File: src/rtl/mem_wb_stage.sv
// Memory-access / write-back stage: runs LD/ST/PUSH/POP on a req/ack bus with timeout,
// then emits a single write-back pulse to register file, SP, flags and PC logic.
module mem_wb_stage #(
  parameter int unsigned TIMEOUT = 255,
  parameter int unsigned TO_W    = 8
) (
  input  logic        i_clk,
  input  logic        i_rst,
  input  logic        i_en,
  input  logic [7:0]  i_alu_control,
  input  logic [15:0] i_alu_out,
  input  logic [15:0] i_alu_mem_data,
  input  logic        i_alu_write,
  input  logic [3:0]  i_alu_flags,
  input  logic        i_should_branch,
  input  logic [15:0] i_sp_in,
  input  logic [3:0]  i_rd_sel,
  output logic [15:0] o_mem_addr,
  output logic [15:0] o_mem_wdata,
  output logic        o_mem_we,
  output logic        o_mem_req,
  input  logic [15:0] i_mem_rdata,
  input  logic        i_mem_ack,
  output logic        o_rf_we,
  output logic [3:0]  o_rf_waddr,
  output logic [15:0] o_rf_wdata,
  output logic        o_sp_we,
  output logic [15:0] o_sp_wdata,
  output logic        o_flags_we,
  output logic [3:0]  o_flags_out,
  output logic        o_branch_taken,
  output logic [15:0] o_branch_target,
  output logic        o_bus_err,
  output logic        o_done,
  output logic        o_busy
);

  localparam int unsigned DW = 16;
  localparam int unsigned OW = 8;

  localparam logic [OW-1:0] OPC_LD   = 8'h10;
  localparam logic [OW-1:0] OPC_ST   = 8'h11;
  localparam logic [OW-1:0] OPC_PUSH = 8'h12;
  localparam logic [OW-1:0] OPC_POP  = 8'h13;
  localparam logic [OW-1:0] OPC_JMP  = 8'h20;
  localparam logic [OW-1:0] OPC_SET  = 8'h30;
  localparam logic [OW-1:0] OPC_MOV  = 8'h31;

  typedef enum logic [1:0] {S_IDLE, S_REQ, S_WB} state_t;

  typedef struct packed {
    logic          done;
    logic          bus_err;
    logic          rf_we;
    logic [3:0]    rf_waddr;
    logic [DW-1:0] rf_wdata;
    logic          sp_we;
    logic [DW-1:0] sp_wdata;
    logic          flags_we;
    logic [3:0]    flags_out;
    logic          branch_taken;
    logic [DW-1:0] branch_target;
  } wb_t;

  state_t          r_state;
  logic [TO_W-1:0] r_cnt;
  logic [OW-1:0]   r_opc;
  logic [DW-1:0]   r_alu_out;
  logic            r_alu_write;
  logic [3:0]      r_flags;
  logic            r_branch;
  logic [DW-1:0]   r_sp;
  logic [3:0]      r_rd;
  logic [DW-1:0]   r_mem_addr;
  logic [DW-1:0]   r_mem_wdata;
  logic            r_mem_we;
  logic            r_mem_req;
  logic            r_busy;
  wb_t             r_wb;

  logic w_in_mem;
  logic w_in_wr;
  logic w_timeout;

  function automatic logic is_mem(input logic [OW-1:0] opc);
    return (opc == OPC_LD) || (opc == OPC_ST) || (opc == OPC_PUSH) || (opc == OPC_POP);
  endfunction

  // Write-back payload for one instruction; a bus error kills every strobe.
  function automatic wb_t wb_calc(input logic [OW-1:0] opc, input logic [DW-1:0] alu_out,
                                  input logic [DW-1:0] rdata, input logic alu_write,
                                  input logic [3:0] flags, input logic br,
                                  input logic [DW-1:0] sp, input logic [3:0] rd,
                                  input logic err);
    wb_t w;
    w         = '0;
    w.done    = 1'b1;
    w.bus_err = err;
    if (!err) begin
      case (opc)
        OPC_LD: begin
          w.rf_we = 1'b1; w.rf_waddr = rd; w.rf_wdata = rdata;
        end
        OPC_POP: begin
          w.rf_we = 1'b1; w.rf_waddr = rd; w.rf_wdata = rdata;
          w.sp_we = 1'b1; w.sp_wdata = sp;
        end
        OPC_ST: ;
        OPC_PUSH: begin
          w.sp_we = 1'b1; w.sp_wdata = sp;
        end
        OPC_JMP: begin
          w.branch_taken = br; w.branch_target = alu_out;
        end
        default: begin
          w.rf_we = alu_write;
          if (alu_write) begin
            w.rf_waddr = rd; w.rf_wdata = alu_out;
          end
        end
      endcase
      if (!is_mem(opc) && opc != OPC_JMP && opc != OPC_SET && opc != OPC_MOV) begin
        w.flags_we = 1'b1; w.flags_out = flags;
      end
    end
    return w;
  endfunction

  assign w_in_mem  = is_mem(i_alu_control);
  assign w_in_wr   = (i_alu_control == OPC_ST) || (i_alu_control == OPC_PUSH);
  assign w_timeout = (r_cnt == TO_W'(TIMEOUT));

  always_ff @(posedge i_clk or posedge i_rst) begin
    if (i_rst) begin
      r_state     <= S_IDLE;
      r_cnt       <= '0;
      r_opc       <= '0;
      r_alu_out   <= '0;
      r_alu_write <= 1'b0;
      r_flags     <= '0;
      r_branch    <= 1'b0;
      r_sp        <= '0;
      r_rd        <= '0;
      r_mem_addr  <= '0;
      r_mem_wdata <= '0;
      r_mem_we    <= 1'b0;
      r_mem_req   <= 1'b0;
      r_busy      <= 1'b0;
      r_wb        <= '0;
    end else begin
      r_wb <= '0;
      case (r_state)
        S_IDLE: begin
          if (i_en) begin
            r_opc       <= i_alu_control;
            r_alu_out   <= i_alu_out;
            r_alu_write <= i_alu_write;
            r_flags     <= i_alu_flags;
            r_branch    <= i_should_branch;
            r_sp        <= i_sp_in;
            r_rd        <= i_rd_sel;
            r_busy      <= 1'b1;
            if (w_in_mem) begin
              r_state     <= S_REQ;
              r_cnt       <= '0;
              r_mem_req   <= 1'b1;
              r_mem_addr  <= i_alu_out;
              r_mem_we    <= w_in_wr;
              r_mem_wdata <= w_in_wr ? i_alu_mem_data : '0;
            end else begin
              r_state <= S_WB;
              r_wb    <= wb_calc(i_alu_control, i_alu_out, '0, i_alu_write, i_alu_flags,
                                 i_should_branch, i_sp_in, i_rd_sel, 1'b0);
            end
          end
        end
        S_REQ: begin
          // Ack takes priority over a timeout landing on the same edge.
          if (i_mem_ack || w_timeout) begin
            r_state     <= S_WB;
            r_mem_req   <= 1'b0;
            r_mem_we    <= 1'b0;
            r_mem_addr  <= '0;
            r_mem_wdata <= '0;
            r_wb        <= wb_calc(r_opc, r_alu_out, i_mem_ack ? i_mem_rdata : '0, r_alu_write,
                                   r_flags, r_branch, r_sp, r_rd, !i_mem_ack);
          end else begin
            r_cnt <= r_cnt + TO_W'(1);
          end
        end
        S_WB: begin
          r_state <= S_IDLE;
          r_busy  <= 1'b0;
        end
        default: begin
          r_state <= S_IDLE;
          r_busy  <= 1'b0;
        end
      endcase
    end
  end

  assign o_mem_addr      = r_mem_addr;
  assign o_mem_wdata     = r_mem_wdata;
  assign o_mem_we        = r_mem_we;
  assign o_mem_req       = r_mem_req;
  assign o_busy          = r_busy;
  assign o_done          = r_wb.done;
  assign o_bus_err       = r_wb.bus_err;
  assign o_rf_we         = r_wb.rf_we;
  assign o_rf_waddr      = r_wb.rf_waddr;
  assign o_rf_wdata      = r_wb.rf_wdata;
  assign o_sp_we         = r_wb.sp_we;
  assign o_sp_wdata      = r_wb.sp_wdata;
  assign o_flags_we      = r_wb.flags_we;
  assign o_flags_out     = r_wb.flags_out;
  assign o_branch_taken  = r_wb.branch_taken;
  assign o_branch_target = r_wb.branch_target;

endmodule

File: config.mk
export PLATFORM = sky130hd
export DESIGN_NAME = mem_wb_stage
export DESIGN_NICKNAME = d
export VERILOG_FILES = /design/src/rtl/mem_wb_stage.sv
export SDC_FILE = /design/constraint.sdc
export NUM_CORES = 1
export LEC_CHECK = 0
export CELL_PAD_IN_SITES_DETAIL_PLACEMENT = 0
export CELL_PAD_IN_SITES_GLOBAL_PLACEMENT = 2
export CORE_MARGIN = 2
export CORE_UTILIZATION = 33
export CTS_BUF_LIST = sky130_fd_sc_hd__clkbuf_2
export CTS_CLUSTER_DIAMETER = 200
export DETAILED_ROUTE_END_ITERATION = 16
export GPL_ROUTABILITY_DRIVEN = 0
export PLACE_DENSITY = 0.89
export SYNTH_ARGS = -nofsm -noshare
export SYNTH_HDL_FRONTEND = slang
export SYNTH_SLANG_ARGS = --single-unit
File: constraint.sdc
create_clock -name i_clk -period 9.7 [get_ports i_clk]
set_clock_uncertainty 0.15 [all_clocks]
set_input_delay 2.425 -clock i_clk [delete_from_list [all_inputs] [get_ports i_clk]]
set_output_delay 2.425 -clock i_clk [all_outputs]
set_load 0.01 [all_outputs]
==> flow_summary.toml <==
[clock_tree]
cts_tree = "built"
hold_buffers = 0
cts.clk_slew.worst_paths_ns = 0.23
cts_resized = 0
cts_sinks = 157
numCtsBuffers = 17
htree_num_levels = 4
clockBufferDepth = 2
cts_setup_buffers = 0
ctsRootBufferMaster = "clkbuf_2"
clk_latency_ns = 0.73

[power_and_ir_drop]
leakage_uw = 0.00398
power_density_mw_per_mm2 = 161
ir_drop_mv = 0.0784
report.power.total_uw = 1360

[synth]
netlist_instances = 527
synthTopCellsByCount = "nand2_1 (159), dfrtp_1 (157), a22o_1 (48)"
synth_edf_count = 0
yosysMostFrequentCell = "nand2_1"
synth_top_cell_area_share_pct = 64.2
ys_types = 51
synth_ff_type = "dfrtp_1"
syn_nets = 614
ys_seq_area_share_pct = 64.2
syn-cell-area_mm2 = 0.00612
yosysWarningCount = 0
ys_seq_elements = 157
syn_area_per_cell_um2 = 11.6
synthTopCellsByArea = "dfrtp_1 (64%), nand2_1 (9.7%), a22o_1 (6.9%)"
async_flop_share_pct = 100
synth_area_leader_cell = "dfrtp_1"

[setup_path]
critical-path-top-delay-family = "buffers and inverters"
cp_slowest_cell = "and3_1"
endpoint_kind = "flop"
worst-path-stages = 7
reg2reg_slack_ns = 6.73
crit_path_frequent_cell = "buf_4"
slowest_delay_ns = 0.85
arrival_ns = 5.17
critPathLaunch = "i_en"
crit_chain = "clkdlybuf4s50_1 > nor3b_4 > buf_4 > and3_1 > a21oi_2 > buf_4 > a22o_1"
crit_buf_inv = 3
critPathKind = "input port to flop"
crit_end = "o_mem_wdata[0]$_DFFE_PP0P_"
timing.rr.end = "o_mem_wdata[0]$_DFFE_PP0P_"
critPathRequiredTime_ns = 10.19
path_max_fanout = 61
start_kind = "input port"
regToRegStartpoint = "r_state[0]$_DFFE_PP0P_"
r2r_cells = 6

[placed_design]
hpwl_um = 11600
dp.cells = 916
portBuffers = 182

[floorplanning]
num_rows = 49
ioPinCount = 183
start_util_pct = 33.9
dieWidth_um = 140
dieArea_mm2 = 0.0197
die_h_um = 140
core_mm2 = 0.0181

[routing]
vias_per_cell = 4.98
ant_nets = 0
wl_um = 17000
drcViolationCount = 0
drt_iter0_markers = 359
drtPass1Iterations = 5
vias = 4730
wire_per_inst_um = 17.9

[cells_and_area]
fill_cells = 1642
area_growth_pct = 38.7
final_nets = 793
stdcell_count = 949
drive_above_1_share_pct = 7.51

[global_routing]
grt_pass1_wl_um = 26800
gr-total-overflow = 0
grt_start_max_net_pins = 88
grt_usage_pct = 17.6
grt_pass1_vias = 4705
antenna_found_initial = 1

[sta]
tns_ns = 0
rsz0062_at_grt = "false"
slew_viol_final = 0
fmax_mhz = 214
worst_pin_slew_ns = 1.27
finalHoldViolations = 0
fin_crit_sh_pct = 48.2
max_slew_margin_pct = 15.0
finalSetupViolations = 0
period_needed_ns = 4.68

[min_path]
min_path_type = "flop to flop"

[run_status]
status = "finished clean"

[job]
cap_viol_max_count = 0
registers in the layout, summed over array words and instances, names as in the netlist, 2 cells and up:
signal           flops
o_mem_wdata         16
o_flags_out          4
o_mem_addr          16
r_opc                8
r_sp                16
o_sp_wdata          16
o_rf_waddr           4
r_state              2
o_rf_wdata          16
r_cnt                8
r_flags              4
o_branch_target     16
r_alu_out           16
r_rd                 4
power by group:
| group | leakage [µW] | internal (µW) | total [µW] | switching, µW |
|---|---|---|---|---|
| sequential | 0.00208 | 704 | 735 | 31.0 |
| combinational | 0.00172 | 94.1 | 183 | 88.9 |
| clock | 0.000180 | 201 | 447 | 246 |
layer usage:
layer	share of wire, %	up-vias	global-route usage (%)
met3	5.0	33	3.73
li1	-	2194	-
met5	0	-	0
met2	48	164	27.8
met4	2.8	0	7.34
met1	44	2339	23.8
placed cells by master (no fill, tap or decap), drive strengths merged, types with 5 or more instances in the layout:
master	n
and2	33
nand3	5
clkbuf	17
clkdlybuf4s50	182
bufinv	5
a221o	16
nand2	159
o21ai	8
dfrtp	157
nor2	6
buf	6
a32o	8
a22o	48
inv	10
tightest hold or removal path, delay by kind of cell (launching register included):
kind,cells,cell delay [ns]
and+or+nand+nor,2,0.10
DFF,1,0.39
kinds of logic after synthesis:
| logic type | synth area share (%) |
|---|---|
| XOR/XNOR | 0.286 |
| AO/OA/AOI/OAI | 14.4 |
| adder cells (fa/ha/maj) | 0.204 |
| multiplexers | 0.163 |
| flip-flops | 64.2 |
| buffers and inverters | 2.41 |
| AND/OR/NAND/NOR | 18.4 |
final cells by class:
cell class	count	area (µm²)	area share (%)
Sequential cell	157	3930	46.2
Tap cell	229	287	3.37
Clock inverter	15	234	2.75
Clock buffer	17	85.1	1.00
Inverter	5	23.8	0.280
Antenna cell	1	2.50	0.0295
Timing Repair Buffer	188	1870	22.0
Multi-Input combinational cell	337	2070	24.3
how the worst min path moves through the flow:
stage / from / end / cells after the start
2_1_floorplan: r_sp[0]$_DFFE_PP0P_ / r_sp[0]$_DFFE_PP0P_ / 2
3_3_place_gp: r_sp[9]$_DFFE_PP0P_ / r_sp[9]$_DFFE_PP0P_ / 2
3_5_place_dp: r_sp[13]$_DFFE_PP0P_ / r_sp[13]$_DFFE_PP0P_ / 2
4_1_cts: r_sp[3]$_DFFE_PP0P_ / o_sp_wdata[3]$_DFF_PP0_ / 1
5_1_grt: r_sp[8]$_DFFE_PP0P_ / o_sp_wdata[8]$_DFF_PP0_ / 1
6_report: r_sp[13]$_DFFE_PP0P_ / r_sp[13]$_DFFE_PP0P_ / 2
stage by stage:
step | instance area (µm²) | hold WS, ns | setup slack [ns] | util [%]
finish | 8500 | 0.348 | 5.02 | 47.0
global route | 8500 | 0.377 | 4.89 | 47.0
CTS | 8490 | 0.352 | 5.07 | 47.0
detailed placement | 8170 | 0.304 | 4.23 | 45.2
global placement | 8170 | 0.298 | 4.35 | 45.2
floorplan | 6120 | 0.287 | 2.89 | -
Power figures use the tool's default switching activity.
